## src/rtl/seq_multiplier_pkg.sv

```systemverilog
//------------------------------------------------------------------------------
// seq_multiplier_pkg : state encoding and sizing helpers for iterative arithmetic
// Revision: 1.0
//------------------------------------------------------------------------------
`default_nettype none

package seq_multiplier_pkg;

  typedef enum logic [1:0] {
    S_IDLE = 2'd0,
    S_CALC = 2'd1,
    S_FIX  = 2'd2,
    S_DONE = 2'd3
  } state_e;

  // One extra bit so the iteration counter never wraps at WIDTH.
  function automatic int cnt_width(input int width);
    return $clog2(width) + 1;
  endfunction

endpackage

`default_nettype wire

```

## src/rtl/seq_multiplier_cla_adder.sv

```systemverilog
//------------------------------------------------------------------------------
// cla_adder : combinational adder, BLK-bit lookahead groups with rippled group carries
// Revision: 1.0
//------------------------------------------------------------------------------
`default_nettype none

module cla_adder #(
  parameter int WIDTH = 32,
  parameter int BLK   = 4
) (
  input  logic [WIDTH-1:0] a,
  input  logic [WIDTH-1:0] b,
  input  logic             cin,
  output logic [WIDTH-1:0] sum,
  output logic             cout
);

  localparam int NGRP = WIDTH / BLK;

  for (genvar gi = 0; gi < NGRP; gi++) begin : g_grp
    logic [BLK-1:0] gp;
    logic [BLK-1:0] gg;
    logic [BLK:0]   gcarry;
    logic           gcin;
    logic           gcout;
    logic           c_acc;
    logic           p_acc;

    if (gi == 0) begin : g_first
      assign gcin = cin;
    end else begin : g_rest
      assign gcin = g_grp[gi-1].gcout;
    end

    assign gp = a[gi*BLK +: BLK] ^ b[gi*BLK +: BLK];
    assign gg = a[gi*BLK +: BLK] & b[gi*BLK +: BLK];

    // Each bit carry is the flat OR-of-products over lower generates and the group carry-in.
    always_comb begin
      c_acc     = 1'b0;
      p_acc     = 1'b1;
      gcarry    = '0;
      gcarry[0] = gcin;
      for (int i = 1; i <= BLK; i++) begin
        c_acc = 1'b0;
        p_acc = 1'b1;
        for (int j = i - 1; j >= 0; j--) begin
          c_acc = c_acc | (p_acc & gg[j]);
          p_acc = p_acc & gp[j];
        end
        gcarry[i] = c_acc | (p_acc & gcin);
      end
    end

    assign sum[gi*BLK +: BLK] = gp ^ gcarry[BLK-1:0];
    assign gcout              = gcarry[BLK];
  end

  assign cout = g_grp[NGRP-1].gcout;

endmodule

`default_nettype wire

```

## src/rtl/seq_multiplier.sv

```systemverilog
//------------------------------------------------------------------------------
// seq_multiplier : shift-add WIDTH x WIDTH -> 2*WIDTH multiplier, signed/unsigned, valid/ready
// Revision: 1.0
//------------------------------------------------------------------------------
`default_nettype none

module seq_multiplier
  import seq_multiplier_pkg::*;
#(
  parameter int WIDTH   = 32,
  parameter int CLA_BLK = 4
) (
  input  logic               clk,
  input  logic               rst,
  input  logic               in_valid,
  output logic               in_ready,
  input  logic               signed_mode,
  input  logic [WIDTH-1:0]   multiplicand,
  input  logic [WIDTH-1:0]   multiplier,
  output logic               out_valid,
  input  logic               out_ready,
  output logic [2*WIDTH-1:0] product,
  output logic               busy
);

  localparam int CW = cnt_width(WIDTH);

  state_e             state_q, state_d;
  logic [WIDTH-1:0]   hi_q, hi_d;
  logic [WIDTH-1:0]   lo_q, lo_d;
  logic [WIDTH-1:0]   mag_a_q, mag_a_d;
  logic               neg_q, neg_d;
  logic [CW-1:0]      cnt_q, cnt_d;
  logic [2*WIDTH-1:0] product_q, product_d;

  logic [WIDTH-1:0]   a_mag, b_mag;
  logic [WIDTH-1:0]   add_b, add_sum;
  logic               add_c;
  logic [2*WIDTH-1:0] neg_sum;
  logic               neg_cout_unused;
  logic               accept;

  assign a_mag = (signed_mode && multiplicand[WIDTH-1]) ? (~multiplicand + WIDTH'(1)) : multiplicand;
  assign b_mag = (signed_mode && multiplier[WIDTH-1])   ? (~multiplier + WIDTH'(1))   : multiplier;

  assign add_b = lo_q[0] ? mag_a_q : '0;

  cla_adder #(.WIDTH(WIDTH), .BLK(CLA_BLK)) u_step_add (
    .a    (hi_q),
    .b    (add_b),
    .cin  (1'b0),
    .sum  (add_sum),
    .cout (add_c)
  );

  // Two's-complement negate of the full product: ~x + 1.
  cla_adder #(.WIDTH(2*WIDTH), .BLK(CLA_BLK)) u_neg_add (
    .a    (~{hi_q, lo_q}),
    .b    ({(2*WIDTH){1'b0}}),
    .cin  (1'b1),
    .sum  (neg_sum),
    .cout (neg_cout_unused)
  );

  assign in_ready  = (state_q == S_IDLE) || ((state_q == S_DONE) && out_ready);
  assign accept    = in_valid && in_ready;
  assign out_valid = (state_q == S_DONE);
  assign busy      = (state_q == S_CALC) || (state_q == S_FIX);
  assign product   = product_q;

  always_comb begin
    state_d   = state_q;
    hi_d      = hi_q;
    lo_d      = lo_q;
    mag_a_d   = mag_a_q;
    neg_d     = neg_q;
    cnt_d     = cnt_q;
    product_d = product_q;

    case (state_q)
      S_CALC: begin
        // Carry becomes the new HI MSB; the sum LSB shifts into LO as the multiplier retires.
        hi_d  = {add_c, add_sum[WIDTH-1:1]};
        lo_d  = {add_sum[0], lo_q[WIDTH-1:1]};
        cnt_d = cnt_q + CW'(1);
        if (cnt_q == CW'(WIDTH - 1)) begin
          state_d = S_FIX;
        end
      end
      S_FIX: begin
        product_d = neg_q ? neg_sum : {hi_q, lo_q};
        state_d   = S_DONE;
      end
      S_DONE: begin
        if (out_ready) begin
          state_d = S_IDLE;
        end
      end
      default: begin
        state_d = state_q;
      end
    endcase

    if (accept) begin
      mag_a_d = a_mag;
      neg_d   = signed_mode && (multiplicand[WIDTH-1] ^ multiplier[WIDTH-1]);
      hi_d    = '0;
      lo_d    = b_mag;
      cnt_d   = '0;
      state_d = S_CALC;
    end
  end

  always_ff @(posedge clk or posedge rst) begin
    if (rst) begin
      state_q   <= S_IDLE;
      hi_q      <= '0;
      lo_q      <= '0;
      mag_a_q   <= '0;
      neg_q     <= 1'b0;
      cnt_q     <= '0;
      product_q <= '0;
    end else begin
      state_q   <= state_d;
      hi_q      <= hi_d;
      lo_q      <= lo_d;
      mag_a_q   <= mag_a_d;
      neg_q     <= neg_d;
      cnt_q     <= cnt_d;
      product_q <= product_d;
    end
  end

endmodule

`default_nettype wire

```

## config.mk

```make
export PLATFORM = sky130hd
export DESIGN_NAME = seq_multiplier
export DESIGN_NICKNAME = d
export VERILOG_FILES = /design/src/rtl/seq_multiplier_pkg.sv /design/src/rtl/seq_multiplier_cla_adder.sv /design/src/rtl/seq_multiplier.sv
export SDC_FILE = /design/constraint.sdc
export NUM_CORES = 1
export LEC_CHECK = 0
export BUFFER_PORTS_ARGS = -buffer_cell sky130_fd_sc_hd__buf_2
export CORE_MARGIN = 5
export CORE_UTILIZATION = 59
export DETAILED_ROUTE_END_ITERATION = 10
export PLACE_DENSITY = 0.86
export SYNTH_ARGS = -nofsm -noshare
export SYNTH_HDL_FRONTEND = slang
export SYNTH_SLANG_ARGS = --single-unit
export TNS_END_PERCENT = 20
```

## constraint.sdc

```tcl
create_clock -name clk -period 6.6 [get_ports clk]
set_input_delay 0.99 -clock clk [delete_from_list [all_inputs] [get_ports clk]]
set_output_delay 0.99 -clock clk [all_outputs]
set_load 0.02 [all_outputs]
```

; ---- Word level (Yosys, flattened, before mapping)
; Cells that the tools add are included.
[totals]
ff_bits = 169
in_bits = 69
out_inout_bits = 67
wordCells = 434
[op_classes]
n_addsub = 3
n_eq_ne = 6
muxes = 14
bitwise_logic = 393
reduce_logical = 11
[op_table]
columns = operator, n
row1 = bitwise AND 1 bit, 273
row2 = two-way mux 32 bit, 7
row3 = bitwise XOR 4 bit, 32
row4 = bitwise OR 1 bit, 76
row5 = adder 32 x 1 -> 32 bit (second input constant), 2
row6 = two-way mux 64 bit, 1
row7 = NOT 32 bit, 2
row8 = NOT 64 bit, 1
row9 = bitwise AND 4 bit, 8
row10 = two-way mux 6 bit, 2
row11 = adder 6 x 1 -> 6 bit (second input constant), 1
row12 = == test 6 x 5 -> 1 bit (second input constant), 1
row13 = two-way mux 2 bit, 3
row14 = case mux 2 bit (3 select lines), 1
row15 = logical AND 1 bit, 5
row16 = == test 2 bit (second input constant), 2
row17 = nonzero test 4 bit, 1
row18 = != test 3 x 1 -> 1 bit (second input constant), 1
row19 = != test 3 x 2 -> 1 bit (second input constant), 1
row20 = AND reduction 3 bit, 1
row21 = == test 2 x 1 -> 1 bit (second input constant), 1
row22 = logical NOT 2 bit, 1
row23 = logical OR 1 bit, 2
row24 = nonzero test 2 bit, 1
row25 = bitwise XOR 1 bit, 1

; ---- Longest topological paths before layout
; Gate-level depths: netlist (run 1).
[logic_depth]
depth_word = 23
depth_mapped = 15
mapped_depth_nobuf = 13

; ---- Hierarchy
; Synthesis (run 1) repeated with hierarchy kept, for this count alone.
[unflattened]
hier_cells = 1479
hier_area_um2 = 13339.0
[modules_own_cells]
columns = mod, instances, cells_each, area_per_inst_um2, seq_area_each_um2
row1 = seq_multiplier, 1, 984, 9186.3, 4229.1
row2 = cla_adder at u_neg_add, 1, 334, 2810.2, 0.0
row3 = cla_adder at u_step_add, 1, 161, 1342.5, 0.0

; ---- Worst setup path before layout (run 1)
; OpenSTA, ideal clock, no wires.
[synth_timing]
path_kind = flip-flop to flip-flop
from = reg lo_q[0]
to = reg hi_q[23]
setup_time_ps = 132
arrival_ps = 3285
required_time_ps = 6468
path_slack_ps = 3183
stages_incl_launch_ff = 14
path_buffers = 2
synth_period_minus_slack_ps = 3417
path_cell_list = dfrtp_1 clkbuf_1 clkbuf_1 and2_1 ha_1 nand4_1 o22ai_1 o2111ai_1 a2111oi_0 nor2_1 o21ai_0 fa_1 mux2i_1 nor2_1
[synth_via]
elab_chain_cells = 19
word_cells_on_any_way = 80
classes_between = mux (3) / bitwise (77)
[synth_rtl]
columns = element, line_no
row1 = start: declaration, seq_multiplier.sv:30  ; logic [WIDTH-1:0] lo_q, lo_d;
row2 = start signal: assignment, seq_multiplier.sv:126  ; lo_q <= lo_d;
row3 = two-way mux 32 bit (*), seq_multiplier.sv:46  ; assign add_b = lo_q[0] ? mag_a_q : '0;
row4 = bitwise XOR 4 bit / bitwise AND 4 bit (equally long branches), "seq_multiplier_cla_adder.sv:35, seq_multiplier_cla_adder.sv:36"
row5 = bitwise AND 1 bit (on tied branches), "seq_multiplier_cla_adder.sv:48, seq_multiplier_cla_adder.sv:49"
row6 = "bitwise OR 1 bit, or another cell as far along", seq_multiplier_cla_adder.sv:48  ; c_acc = c_acc | (p_acc & gg[j]);
row7 = bitwise OR 1 bit / bitwise AND 1 bit (equally long branches), seq_multiplier_cla_adder.sv:48
row8 = bitwise OR 1 bit, seq_multiplier_cla_adder.sv:48
row9 = bitwise AND 1 bit, seq_multiplier_cla_adder.sv:51  ; gcarry[i] = c_acc | (p_acc & gcin);
row10 = bitwise OR 1 bit, seq_multiplier_cla_adder.sv:51
row11 = [3 not listed], --
row12 = bitwise OR 1 bit, seq_multiplier_cla_adder.sv:51
row13 = bitwise AND 1 bit, seq_multiplier_cla_adder.sv:51
row14 = bitwise OR 1 bit, seq_multiplier_cla_adder.sv:51
row15 = bitwise AND 1 bit, seq_multiplier_cla_adder.sv:51
row16 = bitwise OR 1 bit, seq_multiplier_cla_adder.sv:51
row17 = bitwise XOR 4 bit (*), seq_multiplier_cla_adder.sv:55  ; assign sum[gi*BLK +: BLK] = gp ^ gcarry[BLK-1:0];
row18 = two-way mux 32 bit (*), seq_multiplier.sv:80  ; case (state_q)
row19 = two-way mux 32 bit (*), seq_multiplier.sv:104  ; if (accept) begin
row20 = end signal: assignment, seq_multiplier.sv:125  ; hi_q <= hi_d;
row21 = end: declaration, seq_multiplier.sv:29  ; logic [WIDTH-1:0] hi_q, hi_d;
; Mark *: on every way between the ends. The rest lies on a longest branch, timed or not. The select of a mux whose other input is x is not followed.
; A chain may end at the register's enable or synchronous reset.

; ---- Worst setup path after layout (run 1)
; Same ends and word-level chain as after synthesis.

==> out/results.ini, run 1 <==
[outcome]
status = completed

[layout]
drive_gt1_share_pct = 14.8
utilization_pct = 67.8
stdcell_count = 1550
nets = 1444
syn_to_final_growth_pct = 12.6

[die]
initial_core_util_pct = 60.2
core_sq_mm = 0.0180
num_rows = 49
design.die.area_sq_mm = 0.0212
die_x_um = 146
io_pins = 136
die_y_um = 146

[critical_path]
crit_chain = buf_4, and2_1, ha_1, and4_1, o2111ai_1, a2111oi_0, nor2_1, o21ai_0, fa_1, mux2i_1, nor2_1
crit_slowest_cell = a2111oi_0
arrival_ns = 4.15
start_kind = flip-flop
critPathMostFrequentCell = nor2_1
cp.required_ns = 6.89
setup.worst_path.class = flip-flop to flip-flop
end_kind = flip-flop
cp_max_fo = 27
critPathMaxStageDelay_ns = 0.92

[logic_synthesis]
yosysWarnings = 0
synth_edf_count = 0
async_flop_share_pct = 100
avgSynthCellArea_sq_um = 8.98
synth_nets = 1344
yosysTopAreaCell = dfrtp_1
synth_common_cells = 169 x dfrtp_1, 129 x nor2_1, 112 x nand2_1, 106 x a21oi_1, 94 x o21ai_0
synth_flop_cell = dfrtp_1
syn-instance-count = 1209
yosysTopAreaCellShare_pct = 39.0
syn_area_sq_mm = 0.0109
ys_seq_area_share_pct = 39.0
yosysMostFrequentCell = dfrtp_1
yosys-top-cells-area = dfrtp_1 39%, ha_1 6.7%, xor2_1 5.8%
synth_seq_cells = 169
ys_types = 58

[sta]
worstMarginPinSlew_ns = 1.20
relSlewSlack_pct = 19.7
holdWs_ns = 0.471
rsz0062_at_grt = no
fin_crit_ns = 3.86
max_clock_freq_mhz = 259
setup_viol = 0
fin_tns_setup_ns = 0
finalHoldViolCount = 0
finClkSkew_ns = 0.00844
finalCritPeriodShare_pct = 58.5
drv_slew = 0

[detailed_routing]
drt_first_iter_violations = 668
wl_met1_mm = 11.5
totalWireLength_mm = 25.5
firstDrtPassIters = 5
num_vias = 9030
dr_wl_met3_mm = 1.41
ant_nets = 0
wl_met2_mm = 11.9
via_per_inst = 5.83
routed.top_layer = met4
drcViolationCount = 0
wl_per_cell_um = 16.4

[clock_network]
cts_tree = done
cts_root_buf = clkbuf_16
cts_buffers = 17
ctsHtreeMaxLevel = 4
path_clk_slew_ns = 0.06
clkSinkCount = 169
post_cts.repair.setup_buffers = 0
hold_buffers = 0
cts-resized-gates = 0
clock_latency_ns = 0.43
clk_path_buf_depth = 2

[place]
hpwlAfterDp_mm = 18.0
io_buffers = 135
gp_congestion = 0.910
dp_cells = 1519

[power_and_ir_drop]
p_sw_w = 0.00266
irDropWorstVdd_v = 0.000331
switching_share_pct = 44.5
combPwrFrac_pct = 48.6
p_leak_nw = 5.62
finalPower_w = 0.00599
power_frac_seq_pct = 34.4
p_clk_share_pct = 17.0
intPower_w = 0.00332
p_per_area_mw_per_mm2 = 490

[global_routing]
grt_max_degree = 111
grt_use_total_pct = 24.2
grt_pass1_wl_mm = 42.9
grt.overflow.total = 0
grt_pass1_vias = 8736
antenna_found_initial = 1

[min_path]
worstHoldPathType = flip-flop to flip-flop

[run]
cap_violations = 0

[path summary, 6_finish.rpt]
path                        startpoint           to  slack (ns)  cells after the start
max                            lo_q[0]     hi_q[23]        2.74                     11
min                        mag_a_q[26]  mag_a_q[26]        0.47                      2
max reg2reg                    lo_q[0]     hi_q[23]        2.74                     11
min reg2reg                mag_a_q[26]  mag_a_q[26]        0.47                      2
max in group asynchronous          rst     lo_q[29]        4.44                      3
min in group asynchronous          rst   product[8]        0.78                      2
[flip-flops by register name, indices dropped and copies added, names as in the netlist]
name and cells:
hi_q 32, lo_q 32, product 64, mag_a_q 32, cnt_q 6, state_q 2, neg_q 1
[stage by stage]
stage	area (sq um)	setup WS, ns
after floorplan	10900	1.03
after global placement	11600	2.92
after detailed placement	11600	2.86
after CTS	12200	2.81
after global routing	12200	2.54
final	12200	2.74
[layout make-up]
type                       instances  area [sq um]
sequential                       169          4230
clock buffer                      21           470
inverter                          39           151
fill                            1398          5800
clock inverter                     9           123
timing repair buffer             141           721
multi-input combinational        941          6240
tap                              229           287
antenna                            1          2.50
[per-layer routing]
metal  vias to the layer above  track usage (%)
met2                       305             39.1
met3                        48             3.92
li1                       4416                -
met5                         -                0
met4                         0             8.40
met1                      4261             33.4
[cell families after synthesis]
group,synth area share (%)
DFF,39.0
xor gates and xnor gates,9.84
adders and majority gates,8.16
muxes,5.46
and+or+nand+nor,18.7
AOI/OAI and AO/OA,15.1
buffers and inverters,3.80
[critical path: cells and delay by family (launching register included)]
kind / cells / cell delay (ns)
muxes: 1 / 0.14
AOI/OAI and AO/OA: 3 / 1.49
adders and majority gates: 2 / 0.79
and+or+nand+nor: 4 / 0.56
DFF: 1 / 0.47
buffers and inverters: 1 / 0.26
[cells in the final DEF (no fill, tap or decap), types with 12 or more instances in the layout]
cell type  count
xor2_1        72
nor3_1        24
clkbuf_16     17
dfrtp_1      168
and2_1        38
nor2_1       129
a211oi_1      12
nor2b_1       21
o21ai_0       94
nand2_1      111
nor4_1        15
a21o_1        12
inv_1         38
mux2i_1       57
xnor2_1       50
nand3_1       17
buf_2        135
ha_1          56
a21oi_1      106
o31ai_1       16
or3_1         14
[power groups by stage]
stage                     registers (W)  logic, W  clock network (W)
after floorplan                 0.00213   0.00202                  0
after global placement          0.00203   0.00277                  0
after detailed placement        0.00206   0.00288                  0
after CTS                       0.00205   0.00291            0.00103
after global routing            0.00214   0.00326            0.00107
final                           0.00206   0.00291            0.00102
Note: power is estimated with default switching activity, not from simulation.
==> run 2, diff against run 1 <==
Clock period 6.6 ns to 3.8 ns, I/O delays scaled along.
==> out/results.ini, run 2 (synthesized netlist as in run 1, its figures left out) <==
[critical_path]
start_kind = flip-flop
r2r_cells = 12
timing.rr.start = lo_q[0]
setup.worst_path.class = flip-flop to flip-flop
critPathMostFrequentCell = nor2_1
r2r-end = hi_q[23]
critPathMaxStageDelay_ns = 0.54
end_kind = flip-flop
cp_max_fo = 17
cp.required_ns = 4.11
arrival_ns = 3.75
crit_slowest_cell = a2111oi_1
crit_chain = and2_1, ha_1, nand4_1, o22ai_1, o2111ai_1, a2111oi_1, buf_4, nor2_1, o21ai_1, fa_1, mux2i_1, nor2_1
r2r_slack_ns = 0.35

[layout]
largest_reg_flops = 64
ff_latch_area_sq_mm = 0.00423
syn_to_final_growth_pct = 13.2
nets = 1449
fillers = 1364
final_common_cell = dfrtp_1
fin_area_sq_mm = 0.0123
multi_input_area_sq_mm = 0.00624
drive_gt1_share_pct = 14.9
mostFrequentLayoutCells = 167 x dfrtp_1, 135 x buf_2, 129 x nor2_1, 111 x nand2_1, 106 x a21oi_1
stdcell_count = 1556

[global_routing]
grt_use_total_pct = 24.6
grt.overflow.total = 0
grt_max_degree = 170
grt_pass1_wl_mm = 43.6
grt_pass1_vias = 9074
antenna_found_initial = 2

[die]
io_pins = 136
core_sq_mm = 0.0180
initial_core_util_pct = 60.2
design.die.area_sq_mm = 0.0212
die_y_um = 146
num_rows = 49
die_x_um = 146

[run]
cap_violations = 0

[detailed_routing]
drt_first_iter_violations = 690
num_vias = 9149
firstDrtPassIters = 5
ant_nets = 0
drcViolationCount = 0
wl_per_cell_um = 16.5
totalWireLength_mm = 25.6
via_per_inst = 5.88

[place]
dp_cells = 1524
gp_congestion = 0.933
placed_cell_area_sq_mm = 0.0117
dp_slack_ns = 0.0578
hpwlAfterDp_mm = 18.5
io_buffers = 135

[sta]
drv_slew = 0
relSlewSlack_pct = 17.4
fin_crit_ns = 3.45
finClkSkew_ns = 0.00758
fin_tns_setup_ns = 0
finalHoldViolCount = 0
finalCritPeriodShare_pct = 90.7
setup_viol = 0
worstMarginPinSlew_ns = 1.24
max_clock_freq_mhz = 290
rsz0062_at_grt = no
worst_slack_ns = 0.354

[power_and_ir_drop]
combPwrFrac_pct = 48.6
intPower_w = 0.00581
finalPower_w = 0.0105
p_leak_nw = 5.63
switching_share_pct = 44.5
p_clk_share_pct = 17.0
irDropWorstVdd_v = 0.000534
power_frac_seq_pct = 34.4
p_sw_w = 0.00465
p_per_area_mw_per_mm2 = 851

[clock_network]
hold_buffers = 0
cts_tree = done
clk_path_buf_depth = 2
ctsHtreeMaxLevel = 4
cts-resized-gates = 0
cts_buffers = 17
post_cts.repair.setup_buffers = 0
path_clk_slew_ns = 0.06
clkSinkCount = 169
cts_root_buf = clkbuf_16
clock_latency_ns = 0.43

[min_path]
worstHoldPathType = input pin to async pin

[outcome]
status = completed

## run 2: cell count changes in the layout (fill, tap and decap cells not counted), sizes merged
cell	before	now
bufinv	3	4
clkinvlp	1	3
diode	1	2
buf	141	146
clkinv	5	3
inv	39	38
## run 2: power groups by stage
stage	Sequential, W	Combinational [W]	Clock (W)
global placement	0.00356	0.00482	0
global route	0.00374	0.00569	0.00187
floorplan	0.00369	0.00351	0
CTS	0.00358	0.00510	0.00179
finish	0.00360	0.00508	0.00178
detailed placement	0.00360	0.00503	0
## run 2: through the flow
step | utilization, % | hold slack [ns]
finish | 68.2 | 0.246
global route | 68.2 | 0.392
CTS | 68.1 | 0.400
detailed placement | 64.9 | 0.467
global placement | 64.9 | 0.450
floorplan | - | 0.438
## run 2: worst max-delay path by stage
| stage | slack (ns) | to | cells after the start | start |
|---|---|---|---|---|
| 2_1_floorplan | 0.38 | hi_q[23] | 13 | lo_q[0] |
| 3_3_place_gp | 0.18 | hi_q[23] | 12 | lo_q[0] |
| 4_1_cts | 0.05 | hi_q[23] | 12 | lo_q[0] |
| 6_report | 0.35 | hi_q[23] | 12 | lo_q[0] |
| 3_5_place_dp | 0.06 | hi_q[23] | 12 | lo_q[0] |
| 5_1_grt | 0.12 | hi_q[28] | 13 | lo_q[0] |
## run 2: final cells by class
| type | count | area share (%) |
|---|---|---|
| Clock inverter | 9 | 1.22 |
| Timing Repair Buffer | 146 | 6.37 |
| Inverter | 39 | 1.22 |
| Antenna cell | 2 | 0.0407 |
| Tap cell | 229 | 2.33 |
| Multi-Input combinational cell | 941 | 50.8 |
| Clock buffer | 21 | 3.58 |
| Sequential cell | 169 | 34.4 |
## run 2: critical path: cells and delay by family (launching register included)
kind / cells / cell delay (ns)
buffers and inverters: 1 / 0.21
AO/OA/AOI/OAI: 4 / 1.25
multiplexers: 1 / 0.15
adder cells (fa/ha/maj): 2 / 0.80
AND/OR/NAND/NOR: 4 / 0.39
flip-flops: 1 / 0.52
## run 2: routing by layer
layer  share of wire, %  global-route usage (%)
met1                 43                    32.1
met2                 48                    40.4
met3                6.3                    5.17
met4                2.5                    9.19
met5                  0                       0
==> run 3, diff against run 2 <==
Settings changed: MAX_ROUTING_LAYER set to met4.
==> out/results.ini, run 3 (synthesized netlist as in run 1, its figures left out) <==
[outcome]
status = completed

[critical_path]
start_kind = flip-flop
cp.required_ns = 4.09
arrival_ns = 3.72
cp_max_fo = 14
end_kind = flip-flop
setup.worst_path.class = flip-flop to flip-flop

[layout]
num_antenna_cells = 0
nets = 1451
mostFrequentLayoutCells = 168 x dfrtp_1, 135 x buf_2, 129 x nor2_1, 111 x nand2_1, 106 x a21oi_1
drive_gt1_share_pct = 15.3
largest_reg_flops = 64
syn_to_final_growth_pct = 13.9
final_common_cell = dfrtp_1

[power_and_ir_drop]
p_per_area_mw_per_mm2 = 858
irDropWorstVdd_v = 0.000521
p_leak_nw = 5.68
finalPower_w = 0.0106

[global_routing]
grt_pass1_wl_mm = 44.2
grt_pass1_vias = 8962
antenna_found_initial = 0
grt_max_degree = 170
grt_use_total_pct = 25.6
grt.overflow.total = 0

[clock_network]
cts_buffers = 17
hold_buffers = 0
cts_tree = done
cts-resized-gates = 0
clk_path_buf_depth = 2
clkSinkCount = 169
post_cts.repair.setup_buffers = 0
ctsHtreeMaxLevel = 4
cts_root_buf = clkbuf_16
clock_latency_ns = 0.43
path_clk_slew_ns = 0.06

[place]
io_buffers = 135
hpwlAfterDp_mm = 18.6
gp_congestion = 0.960

[die]
design.die.area_sq_mm = 0.0212
io_pins = 136
core_sq_mm = 0.0180
die_y_um = 146
initial_core_util_pct = 60.2
die_x_um = 146
num_rows = 49

[sta]
fin_tns_setup_ns = 0
finClkSkew_ns = 0.00778
setup_viol = 0
fin_crit_ns = 3.43
rsz0062_at_grt = no
drv_slew = 0
finalCritPeriodShare_pct = 90.2
relSlewSlack_pct = 36.6
worstMarginPinSlew_ns = 0.951
finalHoldViolCount = 0
max_clock_freq_mhz = 292

[detailed_routing]
totalWireLength_mm = 26.2
ant_nets = 0
wl_per_cell_um = 16.8
drcViolationCount = 0
drt_first_iter_violations = 678
num_vias = 9213
via_per_inst = 5.91
firstDrtPassIters = 5

[min_path]
worstHoldPathType = input pin to async pin

[run]
cap_violations = 0

==> run 3: metal layers <==
layer / part of all wire [%] / global-route usage [%]
met1: 43 / 33.5
met2: 49 / 41.0
met3: 6.6 / 5.14
met4: 2.0 / 7.23
met5: 0 / -
==> run 3: layout make-up <==
class	instances	area (sq um)
Fill cell	1397	5670
Inverter	39	150
Multi-Input combinational cell	941	6240
Clock buffer	22	474
Sequential cell	169	4230
Timing Repair Buffer	148	811
Tap cell	229	287
Clock inverter	10	165
==> run 3: per-stage QoR <==
stage          cells  utilization, %  area [sq um]  hold slack [ns]  setup slack, ns
3_5_place_dp    1526            65.0         11700            0.463            0.318
4_1_cts         1558            68.6         12400            0.414            0.293
3_3_place_gp    1526            65.0         11700            0.453            0.381
6_report        1558            68.6         12400            0.333            0.372
5_1_grt         1558            68.6         12400            0.449           0.0175
2_1_floorplan   1209               -         10900            0.438            0.383
==> run 3: final timing paths <==
kind	cells after the start	slack, ns	start	to
setup / recovery	12	0.37	lo_q[0]	hi_q[23]
max in group asynchronous	3	2.72	rst	mag_a_q[11]
hold / removal	3	0.33	rst	product[9]
hold reg to reg	2	0.47	mag_a_q[18]	mag_a_q[18]
setup reg to reg	12	0.37	lo_q[0]	hi_q[23]
min in group clk	3	0.43	multiplicand[31]	mag_a_q[31]
==> run 3: critical path, cell delays in order (launching register included) <==
cell and delay [ns]:
dfrtp_1 0.52, and2_1 0.21, ha_1 0.34, nand4_1 0.10, o22ai_1 0.27, o2111ai_1 0.21
a2111oi_0 0.46, buf_4 0.20, nor2_1 0.05, o21ai_1 0.27, fa_1 0.46, mux2i_1 0.14
nor2_1 0.05
==> run 3: power breakdown <==
group	leakage (nW)	internal, W	switching (W)	total, W
logic	3.33	0.00207	0.00311	0.00517
registers	2.04	0.00268	0.000878	0.00355
clock network	0.315	0.00116	0.000718	0.00187
